<file path="src/rtl/key_move_queue_if.sv">
// Move-code stream from key_move_queue to the game core.
// Producer drives code/valid, consumer drives ready.
interface key_move_queue_if;
  logic [1:0] KMQ_dir_code;
  logic       KMQ_dir_valid;
  logic       KMQ_dir_ready;

  modport master (output KMQ_dir_code, output KMQ_dir_valid, input KMQ_dir_ready);
  modport slave  (input KMQ_dir_code, input KMQ_dir_valid, output KMQ_dir_ready);
endinterface

</file>
<file path="src/rtl/key_move_queue.sv">
// Debounced direction pulses -> FWFT queue of 2-bit moves; 1-cycle latency.
// Backpressure: moves wait in the FIFO while ready is low; a capture into a full FIFO is dropped and counted.
module key_move_queue #(
  parameter int DEPTH   = 4,
  parameter int LOCKOUT = 250000,
  parameter int CNT_W   = 18
) (
  input  logic                    KMQ_clk,
  input  logic                    KMQ_rst,
  input  logic                    KMQ_up_action,
  input  logic                    KMQ_down_action,
  input  logic                    KMQ_left_action,
  input  logic                    KMQ_right_action,
  input  logic                    KMQ_clear,
  key_move_queue_if.master        kmq_if,
  output logic [$clog2(DEPTH):0]  KMQ_level,
  output logic                    KMQ_overflow,
  output logic [7:0]              KMQ_drop_cnt
);
  localparam int AW = $clog2(DEPTH);
  localparam int LW = AW + 1;

  logic [1:0]       mem [DEPTH];
  logic [AW-1:0]    rd_ptr;
  logic [AW-1:0]    wr_ptr;
  logic [CNT_W-1:0] lock_cnt;
  logic             any_act;
  logic             capture;
  logic             full;
  logic             pop;
  logic             push;
  logic             drop;
  logic             flush;
  logic [1:0]       cap_code;

  always_comb begin
    any_act = KMQ_up_action | KMQ_down_action | KMQ_left_action | KMQ_right_action;
    capture = any_act && (lock_cnt == '0);
    if (KMQ_up_action)        cap_code = 2'b00;
    else if (KMQ_down_action) cap_code = 2'b01;
    else if (KMQ_left_action) cap_code = 2'b10;
    else                      cap_code = 2'b11;
    flush = KMQ_rst || KMQ_clear;
    full  = (KMQ_level == LW'(DEPTH));
    pop   = kmq_if.KMQ_dir_valid && kmq_if.KMQ_dir_ready;
    // A pop frees the slot in the same cycle, so a full FIFO still accepts.
    push  = capture && (!full || pop);
    drop  = capture && full && !pop;
  end

  assign kmq_if.KMQ_dir_valid = (KMQ_level != '0);
  assign kmq_if.KMQ_dir_code  = kmq_if.KMQ_dir_valid ? mem[rd_ptr] : 2'b00;

  always_ff @(posedge KMQ_clk) begin
    if (push && !flush) mem[wr_ptr] <= cap_code;
  end

  always_ff @(posedge KMQ_clk) begin
    if (flush) begin
      rd_ptr       <= '0;
      wr_ptr       <= '0;
      KMQ_level    <= '0;
      lock_cnt     <= '0;
      KMQ_overflow <= 1'b0;
      KMQ_drop_cnt <= 8'd0;
    end else begin
      // Reloads on every capture, including a dropped one.
      if (capture)              lock_cnt <= CNT_W'(LOCKOUT);
      else if (lock_cnt != '0)  lock_cnt <= lock_cnt - CNT_W'(1);

      if (push) wr_ptr <= wr_ptr + AW'(1);
      if (pop)  rd_ptr <= rd_ptr + AW'(1);

      case ({push, pop})
        2'b10:   KMQ_level <= KMQ_level + LW'(1);
        2'b01:   KMQ_level <= KMQ_level - LW'(1);
        default: KMQ_level <= KMQ_level;
      endcase

      if (drop) begin
        KMQ_overflow <= 1'b1;
        if (KMQ_drop_cnt != 8'hFF) KMQ_drop_cnt <= KMQ_drop_cnt + 8'd1;
      end
    end
  end
endmodule

</file>
<file path="src/flat_wrapper.sv">
// flat-port wrapper written by rule: the top's interface ports become plain ports
module key_move_queue_flat 
#(
  parameter int DEPTH   = 4,
  parameter int LOCKOUT = 250000,
  parameter int CNT_W   = 18
)
  (KMQ_clk, KMQ_rst, KMQ_up_action, KMQ_down_action, KMQ_left_action, KMQ_right_action, KMQ_clear, KMQ_level, KMQ_overflow, KMQ_drop_cnt, kmq_if_KMQ_dir_code, kmq_if_KMQ_dir_valid, kmq_if_KMQ_dir_ready);
  key_move_queue_if kmq_if_i ();
  input  logic KMQ_clk;
  input  logic KMQ_rst;
  input  logic KMQ_up_action;
  input  logic KMQ_down_action;
  input  logic KMQ_left_action;
  input  logic KMQ_right_action;
  input  logic KMQ_clear;
  output logic [$clog2(DEPTH):0] KMQ_level;
  output logic KMQ_overflow;
  output logic [7:0] KMQ_drop_cnt;
  output wire logic [$bits(kmq_if_i.KMQ_dir_code)-1:0] kmq_if_KMQ_dir_code;
  output wire logic [$bits(kmq_if_i.KMQ_dir_valid)-1:0] kmq_if_KMQ_dir_valid;
  input wire logic [$bits(kmq_if_i.KMQ_dir_ready)-1:0] kmq_if_KMQ_dir_ready;
  assign kmq_if_KMQ_dir_code = kmq_if_i.KMQ_dir_code;
  assign kmq_if_KMQ_dir_valid = kmq_if_i.KMQ_dir_valid;
  assign kmq_if_i.KMQ_dir_ready = kmq_if_KMQ_dir_ready;
  key_move_queue #(.DEPTH(DEPTH), .LOCKOUT(LOCKOUT), .CNT_W(CNT_W)) u_core (.KMQ_clk(KMQ_clk), .KMQ_rst(KMQ_rst), .KMQ_up_action(KMQ_up_action), .KMQ_down_action(KMQ_down_action), .KMQ_left_action(KMQ_left_action), .KMQ_right_action(KMQ_right_action), .KMQ_clear(KMQ_clear), .kmq_if(kmq_if_i), .KMQ_level(KMQ_level), .KMQ_overflow(KMQ_overflow), .KMQ_drop_cnt(KMQ_drop_cnt));
endmodule
</file>
<file path="config.mk">
export PLATFORM = sky130hd
export DESIGN_NAME = key_move_queue_flat
export DESIGN_NICKNAME = d
export VERILOG_FILES = /design/src/rtl/key_move_queue_if.sv /design/src/rtl/key_move_queue.sv /design/src/flat_wrapper.sv
export SDC_FILE = /design/constraint.sdc
export NUM_CORES = 1
export LEC_CHECK = 0
export CORE_MARGIN = 3
export CORE_UTILIZATION = 58
export CTS_BUF_LIST = sky130_fd_sc_hd__clkbuf_4
export DETAILED_ROUTE_END_ITERATION = 8
export PLACE_DENSITY_LB_ADDON = 0.15
export SLEW_MARGIN = 10
export SYNTH_ARGS = -nofsm -noshare
export SYNTH_HDL_FRONTEND = slang
export SYNTH_SLANG_ARGS = --single-unit
</file>
<file path="constraint.sdc">
create_clock -name KMQ_clk -period 2.78 [get_ports KMQ_clk]
set_input_delay 0.278 -clock KMQ_clk [delete_from_list [all_inputs] [get_ports KMQ_clk]]
set_output_delay 0.278 -clock KMQ_clk [all_outputs]
set_load 0.01 [all_outputs]
</file>
# ---- Word level (Yosys, flattened, before mapping)
# Memories as Yosys holds them, arrays and structs flattened. A register that Yosys moved wholly into a read port is not among the register bits.
# Index checks and enable logic that the tools add are counted.
dict set report totals {
  register_bits 34
  ramBits 8
  inputBits 8
  memories 1
}
dict set report classes {
  n_addsub 6
  n_eq_ne 4
  mux 11
  n_bitwise 3
  reduce_logical 18
}
# name depth word_bits read_ports rd_ports_with_merged_regs wr line_no
set memory_table {}
lappend memory_table {u_core.mem 4 2 1 1 1 key_move_queue.sv:23} ;# logic [1:0] mem [DEPTH];
# op count
set op_table {}
lappend op_table {{18-bit 2-to-1 mux} 2}
lappend op_table {{18-bit zero test} 1}
lappend op_table {{18-bit nonzero test} 1}
lappend op_table {{18-bit by 1-bit subtractor with 18-bit output (second input constant)} 1}
lappend op_table {{2-bit 2-to-1 mux} 5}
lappend op_table {{8-bit by 1-bit adder with 8-bit output (second input constant)} 1}
lappend op_table {{8-bit inequality test (second input constant)} 1}
lappend op_table {{1-bit logical AND} 6}
lappend op_table {{3-bit one-hot mux with 2 select lines} 1}
lappend op_table {{2-bit by 1-bit adder with 2-bit output (second input constant)} 2}
lappend op_table {{2-bit nonzero test} 2}
lappend op_table {{3-bit by 1-bit adder with 3-bit output (second input constant)} 1}
lappend op_table {{3-bit == test (second input constant)} 1}
lappend op_table {{1-bit zero test} 3}
lappend op_table {{1-bit 2-to-1 mux} 3}
lappend op_table {{1-bit OR} 3}
lappend op_table {{3-bit nonzero test} 1}
lappend op_table {{3-bit by 1-bit subtractor with 3-bit output (second input constant)} 1}
lappend op_table {{2-bit by 1-bit == test with 1-bit output (second input constant)} 1}
lappend op_table {{2-bit == test (second input constant)} 1}
lappend op_table {{1-bit logical OR} 2}
lappend op_table {{2-bit AND reduction} 1}
lappend op_table {{2-bit OR reduction} 1}

# ---- Logic depth before layout (Yosys ltp)
# Gate-level depths: netlist of run 1.
dict set report logic_depth {
  word_depth 8
  depth_mapped 7
  ltp_nobuf 7
}

# ---- Worst setup path after synthesis of run 1
# No wires, ideal clock.
dict set report synth_timing {
  path_kind {reg2reg}
  from {register u_core.lock_cnt[4]}
  to {register u_core.KMQ_level[1]}
  setup_ps 68
  t_arrival_ps 1954
  required_ps 2712
  setup_slack_ps 758
  stages_incl_launch_ff 7
  synth_period_minus_slack_ps 2022
  cell_sequence {dfxtp_1 -> nor4_2 -> nand3_2 -> o21ai_1 -> fa_1 -> a21o_1 -> a21oi_2}
}
dict set report synth_via {
  elab_chain_cells 5
  word_cells_on_any_way 7
  classes_between {eq/ne: 2; mux: 1; reduce/logical: 4}
}
# element line_no
set synth_rtl {}
lappend synth_rtl {{from (decl)} key_move_queue.sv:26} ;# logic [CNT_W-1:0] lock_cnt;
lappend synth_rtl {{from (signal assigned)} key_move_queue.sv:68} ;# if (capture) lock_cnt <= CNT_W'(LOCKOUT);
lappend synth_rtl {{from (signal assigned)} key_move_queue.sv:69} ;# else if (lock_cnt != '0) lock_cnt <= lock_cnt - CNT_W'(1);
lappend synth_rtl {{18-bit zero test (*)} key_move_queue.sv:38} ;# capture = any_act && (lock_cnt == '0);
lappend synth_rtl {{1-bit logical AND (*)} key_move_queue.sv:38}
lappend synth_rtl {{1-bit logical AND (*)} key_move_queue.sv:47} ;# push = capture && (!full || pop);
lappend synth_rtl {{2-bit by 1-bit == test with 1-bit output or 2-bit == test (tied branches)} key_move_queue.sv:74} ;# case ({push, pop})
lappend synth_rtl {{3-bit one-hot mux with 2 select lines or 2-bit nonzero test (tied branches)} --}
lappend synth_rtl {{to (signal assigned)} key_move_queue.sv:75} ;# 2'b10: KMQ_level <= KMQ_level + LW'(1);
lappend synth_rtl {{to (signal assigned)} key_move_queue.sv:76} ;# 2'b01: KMQ_level <= KMQ_level - LW'(1);
lappend synth_rtl {{to (signal assigned)} key_move_queue.sv:77} ;# default: KMQ_level <= KMQ_level;
lappend synth_rtl {{to (decl)} key_move_queue.sv:16} ;# output logic [$clog2(DEPTH):0] KMQ_level,
# Every way passes the cells marked *; elsewhere a longest branch is shown, timed or not.
# A chain may end at the register's enable or synchronous reset.

# ---- Worst setup path after layout of run 1
dict set report layout_timing {
  from {register u_core.lock_cnt[12]}
  to {register u_core.KMQ_level[1]}
}
# Same word-level chain as after synthesis.

==> results.ini, run 1 <==
[power_and_ir_drop]
p_total_w=0.00346
pwr_density_cell_nw_per_um2=1350
power_frac_comb_pct=59.8
p_leak_nw=0.916
power.switching_w=0.00155
p_seq_share_pct=28.4
p_int_w=0.00191
clockPowerShare_pct=11.8
vdd_drop_max_v=0.00122
swShare_pct=44.9

[sta]
setup_violations=0
tightest_slew_ns=0.536
finalSetupTns_ns=0
rsz0062_at_grt=no
fin_hold_ws_ns=0.467
post-route-period-util_pct=82.7
finalCriticalPeriod_ns=2.30
max_freq_mhz=435
slew_headroom_pct=63.3
hold_violations=0
report.final.slew_viol_count=0
skew_ns=0.0179

[placement]
dp_hpwl_mm=3.23
placed_cell_area_um2=2480
place_congestion=0.837
port_buffers=22

[min_path]
min_path_type=flop to flop

[synthesis]
synth_cell_types=54
postSynthCellCount=221
synth.area.top_cells=dfxtp_1, edfxtp_1, nor2_1
yosysWarningCount=0
async_flop_share_pct=0
syn_nets=237
synth.largest_area_cell=dfxtp_1
syn_area_um2=2200
synth_seq_cells=44
syn_area_per_cell_um2=9.94
synth_flop_cell=dfxtp_1
synth_top_area_share_pct=32.8
ys_seq_area_share_pct=43.7
synth_edf_count=8

[cts]
cts.clk_slew.worst_paths_ns=0.13
postCtsSetupRepairBufs=0
worstSkewPairLatency_ns=0.36
numCtsBuffers=5
clockBufferDepth=2
cts-root-buf=clkbuf_4
clock_sinks=44
cts_resized=0
cts-htree-levels=2
holdBufCountCts=0
cts_tree=yes

[die]
die_area_um2=4560
start_util_pct=62.9
fp.dieH_um=67.5
die_w_um=67.5
io_pins=23
core_um2=3490
num_rows=21

[global_route]
grt_usage_pct=21.6
grt_max_degree=20
overflow=0
first_global_vias=1631
antenna_found_initial=0
grt_pass1_wl_mm=7.40

[cells_and_area]
nFillCells=254
num-nets-final=265
area_growth_pct=16.7
drive_above_1_share_pct=12.8
fin_area_um2=2560
n_antenna_cell=0

[critical_path]
critPathKind=flop to flop
startpoint_type=flop
max_stage_delay_ns=0.50
crit_path_top_delay_cell=nor4_2
cp_max_fo=6
end_kind=flop
cp_data_arrival_time_ns=2.59
crit_chain=nor4_2 > nand3_2 > o21ai_1 > fa_1 > a21o_1 > a21oi_2
cp.required_ns=3.07

[detailed_routing]
ant_nets=0
drc=0
vias=1743
avgRoutedWirePerCell_um=14.6
drt_wl_total_mm=4.31
dr.first_iter.drc_count=75
first_pass_iters=4
vias_per_cell=5.89

[run_status]
status=finished clean

[flow_run]
max-cap-violations=0

==> power groups by stage <==
stage / combinational (W) / sequential [W] / clock [W]
6_report: 0.00207 / 0.000983 / 0.000409
5_1_grt: 0.00231 / 0.00101 / 0.000441
4_1_cts: 0.00207 / 0.000979 / 0.000420
3_5_place_dp: 0.00206 / 0.000993 / 0
3_3_place_gp: 0.00202 / 0.000989 / 0
2_1_floorplan: 0.00168 / 0.000957 / 0
==> registers in the layout (all words and copies together), names as in the netlist, named ones only <==
name / count
u_core.KMQ_level: 3
u_core.wr_ptr: 2
u_core.mem: 8
u_core.rd_ptr: 2
u_core.lock_cnt: 18
u_core.KMQ_drop_cnt: 8
u_core.KMQ_overflow: 1
==> path summary, 6_finish.rpt <==
path,from,endpoint,slack [ns],depth (start not counted)
worst max-delay path,u_core.lock_cnt[12],u_core.KMQ_level[1],0.48,6
worst min-delay path,u_core.KMQ_overflow,u_core.KMQ_overflow,0.47,2
worst max register to register,u_core.lock_cnt[12],u_core.KMQ_level[1],0.48,6
worst min register to register,u_core.KMQ_overflow,u_core.KMQ_overflow,0.47,2
==> kinds of logic (layout without fill, tap and decap cells) <==
family	count (synthesis)	in the layout	share of synthesized area, %
AND/OR/NAND/NOR	94	94	27.5
flip-flops	44	44	43.7
AO/OA/AOI/OAI	43	43	12.9
buffers and inverters	15	44	2.73
XOR/XNOR	12	12	4.78
adder cells (fa/ha/maj)	8	8	4.90
multiplexers	5	5	3.42
==> critical path: cells and delay by family, from the launching register on <==
kind            cells  cell delay (ns)
flops               1             0.38
compound gates      3             0.67
fa+ha+maj           1             0.50
simple gates        2             0.68
==> per-layer routing <==
metal,global-route usage [%],wire (um),vias up
li1,-,-,873
met1,27.4,1970,830
met2,35.5,2090,32
met3,5.82,186,8
met4,6.84,63,0
met5,0,0,-
==> placed cells by master, fill, tap and decap left out, types with 2 or more instances in the layout <==
cell | netlist | layout
clkbuf_4 | 0 | 7
edfxtp_1 | 8 | 8
xnor2_1 | 6 | 6
o211ai_1 | 2 | 2
nand3_1 | 8 | 8
nor2_1 | 27 | 27
or4_1 | 4 | 4
dfxtp_1 | 36 | 36
nor4_2 | 4 | 4
inv_1 | 10 | 10
xor2_1 | 6 | 6
and4_1 | 2 | 2
a21oi_1 | 13 | 13
and2_1 | 3 | 3
o31ai_1 | 2 | 2
mux2i_1 | 3 | 3
buf_4 | 1 | 4
nand2_1 | 9 | 9
mux4_2 | 2 | 2
nor3_1 | 2 | 2
a311oi_1 | 4 | 4
and3_1 | 10 | 10
nor4_1 | 2 | 2
o21ai_0 | 8 | 8
a211oi_1 | 6 | 6
or3_1 | 5 | 5
clkdlybuf4s50_1 | 0 | 22
ha_1 | 7 | 7
==> metrics by stage <==
step / setup WS, ns / std cells / util, %
3_3_place_gp: 0.343 / 288 / 71.0
2_1_floorplan: 0.758 / 221 / -
6_report: 0.482 / 296 / 73.4
3_5_place_dp: 0.305 / 288 / 71.0
5_1_grt: 0.331 / 296 / 73.4
4_1_cts: 0.487 / 296 / 73.4
==> final cells by class <==
class,count,area (um2),area share (%)
multi-input cells,162,1180,45.9
clock buffers,7,52.6,2.05
inverters,10,37.5,1.46
flip-flops and latches,44,961,37.5
repair buffers,26,250,9.76
clock inverters,1,30.0,1.17
well taps,46,57.6,2.24
==> Yosys cell counts (3+ instances only) <==
cell type  count
a211oi_1       6
a21oi_1       13
a311oi_1       4
and2_1         3
and3_1        10
clkbuf_1       4
dfxtp_1       36
edfxtp_1       8
ha_1           7
inv_1         10
mux2i_1        3
nand2_1        9
nand3_1        8
nor2_1        27
nor4_2         4
o21ai_0        8
or3_1          5
or4_1          4
xnor2_1        6
xor2_1         6
No activity file was read; power rests on OpenSTA's default activity.
==> run 2: changes to the inputs <==
- clock period: 2.78 -> 2.2 ns (I/O delays scaled with it)
==> results.ini, run 2 (synthesized netlist as in run 1, its figures left out) <==
[run_status]
status=finished clean

[power_and_ir_drop]
p_total_w=0.00464  ; +34%
vdd_drop_max_v=0.00167  ; +36%
pwr_density_cell_nw_per_um2=1750  ; +30%
p_leak_nw=0.968  ; +5.7%

[cells_and_area]
layout_common_cells=dfxtp_1, nor2_1, clkdlybuf4s50_1, buf_4, a21oi_1
top_register=u_core.lock_cnt
n_antenna_cell=0  ; unchanged
final_common_cell=dfxtp_1
drive_above_1_share_pct=17.9  ; +5.1 points
area_growth_pct=20.7
fin_area_um2=2650  ; +3.4%
finalNonFillerCells=309  ; +4.4%
largest_reg_flops=18  ; unchanged
num-nets-final=278  ; +4.9%
reg_top3=u_core.lock_cnt (18), u_core.KMQ_drop_cnt (8), u_core.mem (8)

[die]
fp.dieH_um=67.5  ; unchanged
num_rows=21  ; unchanged
die_area_um2=4560  ; unchanged
core_um2=3490  ; unchanged
die_w_um=67.5  ; unchanged
io_pins=23  ; unchanged
start_util_pct=62.9  ; unchanged

[sta]
slew_headroom_pct=57.9  ; -5.4 points
skew_ns=0.0104  ; -0.00755 ns
fin_hold_ws_ns=0.458  ; -0.00895 ns
finalCriticalPeriod_ns=2.10
max_freq_mhz=477
report.final.slew_viol_count=0  ; unchanged
hold_violations=0  ; unchanged
setup_slack_ns=0.105  ; -0.377 ns
post-route-period-util_pct=95.2
tightest_slew_ns=0.625  ; +0.0894 ns
setup_violations=0  ; unchanged

[detailed_routing]
first_pass_iters=5  ; +1
vias=1812  ; +4.0%
dr.first_iter.drc_count=148  ; +97%
drc=0  ; unchanged
ant_nets=0  ; unchanged
drt_wl_total_mm=4.49  ; +4.1%
avgRoutedWirePerCell_um=14.5  ; -0.27%
vias_per_cell=5.86  ; -0.41%

[critical_path]
r2r_end=u_core.KMQ_level[2]
critPathKind=flop to output pin
rr_startpoint=u_core.lock_cnt[11]
reg2reg_depth=6  ; unchanged
startpoint_type=flop
end_kind=output pin
cp_data_arrival_time_ns=1.88  ; -0.71 ns
rrSetupSlack_ns=0.15  ; -0.33 ns
cp.required_ns=1.98  ; -1.09 ns
cp_max_fo=1  ; -5

[flow_run]
max-cap-violations=0  ; unchanged

[min_path]
min_from=u_core.KMQ_overflow
hold_end=u_core.KMQ_overflow
min_path_type=flop to flop
whs_path_depth=2  ; unchanged

[global_route]
first_global_vias=1724  ; +5.7%
grt_usage_pct=22.5  ; +0.97 points
antenna_found_initial=0  ; unchanged
grt_pass1_wl_mm=7.69  ; +4.0%
overflow=0  ; unchanged
grt_max_degree=20  ; unchanged

[cts]
clockBufferDepth=2  ; unchanged
cts-htree-levels=2  ; unchanged
cts_tree=yes
numCtsBuffers=5  ; unchanged
cts-root-buf=clkbuf_4
clock_sinks=44  ; unchanged
worstSkewPairLatency_ns=0.35  ; about the same
cts.clk_slew.worst_paths_ns=0.12  ; about the same

[placement]
port_buffers=22  ; unchanged
place_congestion=0.866  ; +3.5%
pre_cts_ws_ns=-0.0678  ; -0.372 ns
placed_cell_area_um2=2570  ; +3.6%
dp_cells=300  ; +4.2%
dp_hpwl_mm=3.39  ; +5.3%

[run 2: cell type report]
class | instances | area (um2)
clock buffer | 7 | 52.6
tap | 46 | 57.6
multi-input combinational | 162 | 1190
fill | 251 | 843
inverter | 10 | 37.5
sequential | 44 | 962
clock inverter | 1 | 5.00
timing repair buffer | 39 | 348
[run 2: worst max path at each step]
stage                        start                endpoint  slack, ns
2_1_floorplan   u_core.lock_cnt[4]     u_core.KMQ_level[1]       0.18
5_1_grt        u_core.lock_cnt[11]     u_core.KMQ_level[2]     -0.005
3_3_place_gp         KMQ_up_action     u_core.KMQ_level[2]      -0.02
4_1_cts                       flop  kmq_if_KMQ_dir_code[0]       0.04
6_report          u_core.mem[3][0]  kmq_if_KMQ_dir_code[0]       0.10
3_5_place_dp         KMQ_up_action     u_core.KMQ_level[2]      -0.07
[run 2: layer usage]
layer | global-route usage, % | up-vias | part of all wire, %
met3 | 5.99 | 8 | 4.8
met1 | 28.2 | 854 | 45
met4 | 11.4 | 0 | 1.8
met2 | 35.6 | 48 | 48
li1 | - | 902 | -
met5 | 0 | - | 0
[run 2: power by group]
group | switching (W) | internal (W)
clock | 0.000247 | 0.000150
sequential | 0.000231 | 0.00101
combinational | 0.00160 | 0.00140
total | 0.00208 | 0.00256
[run 2: timing repair]
item | in CTS | in global routing
endpoints found under the setup margin | 0 | 13
resized for setup | 0 | 3
endpoints found under the hold margin | 0 | 0
setup buffers | 0 | 1
hold buffers | 0 | 0
[run 2: per-stage QoR]
stage          setup TNS, ns  utilization, %
2_1_floorplan              0               -
3_3_place_gp         -0.0203            73.6
3_5_place_dp         -0.0930            73.6
4_1_cts                    0            75.3
5_1_grt             -0.00492            75.9
6_report                   0            75.9
[run 2: critical path, stage by stage, from the launching register on]
cell and delay (ns):
edfxtp_1 0.41, mux4_2 0.49, and2_1 0.17, clkdlybuf4s50_1 0.47
==> run 3: changes to the inputs <==
- CORE_UTILIZATION: 58 -> 55
==> results.ini, run 3 (synthesized netlist as in run 1, its figures left out) <==
[run_status]
status=finished clean

[critical_path]
crit_buf_inv=0  ; -1
end_kind=flop
max_stage_delay_ns=0.58  ; +0.09 ns
crit_chain=nor4_4 > nand3_4 > or4_4 > mux2i_1 > mux2i_1
cp_data_arrival_time_ns=2.40  ; +0.52 ns
crit_path_top_delay_cell=or4_4
cp.required_ns=2.50  ; +0.52 ns
cp_max_fo=8  ; +7
crit_top_cell=mux2i_1
startpoint_type=flop
critPathKind=flop to flop
crit_family=simple AND/OR/NAND/NOR gates

[placement]
pre_cts_ws_ns=-0.123  ; -0.0548 ns
place_congestion=0.849  ; -2.0%
dp_hpwl_mm=3.54  ; +4.3%
port_buffers=22  ; unchanged

[sta]
setup_slack_ns=0.0983  ; -0.00633 ns
hold_violations=0  ; unchanged
fin_hold_ws_ns=0.456  ; -0.00176 ns
skew_ns=0.0163  ; +0.00590 ns
finalSetupTns_ns=0  ; unchanged
tightest_slew_ns=0.617  ; -0.00875 ns
report.final.slew_viol_count=0  ; unchanged
slew_headroom_pct=58.5  ; +0.59 points
max_freq_mhz=476  ; -0.30%
finalCriticalPeriod_ns=2.10  ; +0.00633 ns
setup_violations=0  ; unchanged
post-route-period-util_pct=95.5  ; +0.29 points
rsz0062_at_grt=yes

[detailed_routing]
ant_nets=0  ; unchanged
avgRoutedWirePerCell_um=14.6  ; +0.80%
vias_per_cell=5.74  ; -2.1%
first_pass_iters=4  ; -1
drc=0  ; unchanged
drt_wl_total_mm=4.57  ; +1.8%
vias=1791  ; -1.2%
dr.first_iter.drc_count=123  ; -17%

[min_path]
min_path_type=flop to flop

[cells_and_area]
largest_reg_flops=18  ; unchanged
area_growth_pct=22.0
n_antenna_cell=0  ; unchanged
final_common_cell=dfxtp_1
num-nets-final=279  ; +0.36%
reg_top3=u_core.lock_cnt (18), u_core.KMQ_drop_cnt (8), u_core.mem (8)
drive_above_1_share_pct=18.2  ; +0.31 points
layout_common_cells=dfxtp_1, nor2_1, clkdlybuf4s50_1, buf_4, a21oi_1
top_register=u_core.lock_cnt
final_util_pct=71.6  ; -4.2 points

[cts]
cts-htree-levels=2  ; unchanged
cts.clk_slew.worst_paths_ns=0.13  ; about the same
clockBufferDepth=2  ; unchanged
numCtsBuffers=5  ; unchanged
cts-root-buf=clkbuf_4
cts_tree=yes
holdBufCountCts=0  ; unchanged
clock_sinks=44  ; unchanged
worstSkewPairLatency_ns=0.36  ; about the same

[global_route]
grt_max_degree=20  ; unchanged
overflow=0  ; unchanged
antenna_found_initial=0  ; unchanged
grt_pass1_wl_mm=8.13  ; +5.7%
grt_usage_pct=20.8  ; -1.8 points
first_global_vias=1821  ; +5.6%

[power_and_ir_drop]
pwr_density_cell_nw_per_um2=1800  ; +2.8%
p_leak_nw=0.982  ; +1.4%
vdd_drop_max_v=0.00135  ; -19%

[die]
die_w_um=69.2  ; +2.5%
start_util_pct=58.7  ; -4.2 points
io_pins=23  ; unchanged
core_um2=3740  ; +7.1%
num_rows=22  ; +4.8%
die_area_um2=4790  ; +5.0%
fp.dieH_um=69.2  ; +2.5%

[flow_run]
max-cap-violations=0  ; unchanged

## run 3: worst paths after layout
kind | startpoint | end | slack (ns) | cells after the start
max | u_core.lock_cnt[9] | u_core.KMQ_level[2] | 0.1 | 5
min | u_core.KMQ_overflow | u_core.KMQ_overflow | 0.46 | 2
max reg2reg | u_core.lock_cnt[9] | u_core.KMQ_level[2] | 0.1 | 5
min reg2reg | u_core.KMQ_overflow | u_core.KMQ_overflow | 0.46 | 2
## run 3: final cells by class
class | count | area [um2]
repair buffers | 40 | 355
clock buffers | 6 | 45.0
fillers | 300 | 1060
multi-input cells | 162 | 1180
inverters | 10 | 37.5
well taps | 48 | 60.1
flip-flops and latches | 44 | 963
clock inverters | 2 | 35.0
## run 3: report_power, final
group | internal (W) | switching (W)
sequential | 0.00101 | 0.000233
combinational | 0.00147 | 0.00160
clock | 0.000251 | 0.000250
## run 3: what timing repair did
item | CTS | global route
endpoints found under the setup margin | 0 | 5
gates resized for setup | 0 | 3
hold endpoints to repair | 0 | 0
buffers inserted | 0 | 0
## run 3: tightest hold or removal path, stage by stage, from the launching register on
cell     delay, ns
dfxtp_1       0.33
inv_1         0.04
a21oi_1       0.05
## run 3: layer usage
metal,vias up,wire (um),track usage (%),part of all wire (%)
li1,900,-,-,-
met1,847,2050,25.0,45
met2,35,2230,35.1,49
met3,9,178,5.07,3.9
met4,0,108,9.11,2.4
met5,-,0,0,0
## run 3: per-stage QoR
step                cell area [um2]  instances  total power [W]
floorplan                      2200        221          0.00333
global placement               2590        304          0.00420
detailed placement             2590        304          0.00426
CTS                            2670        312          0.00478
global route                   2680        312          0.00523
finish                         2680        312          0.00482
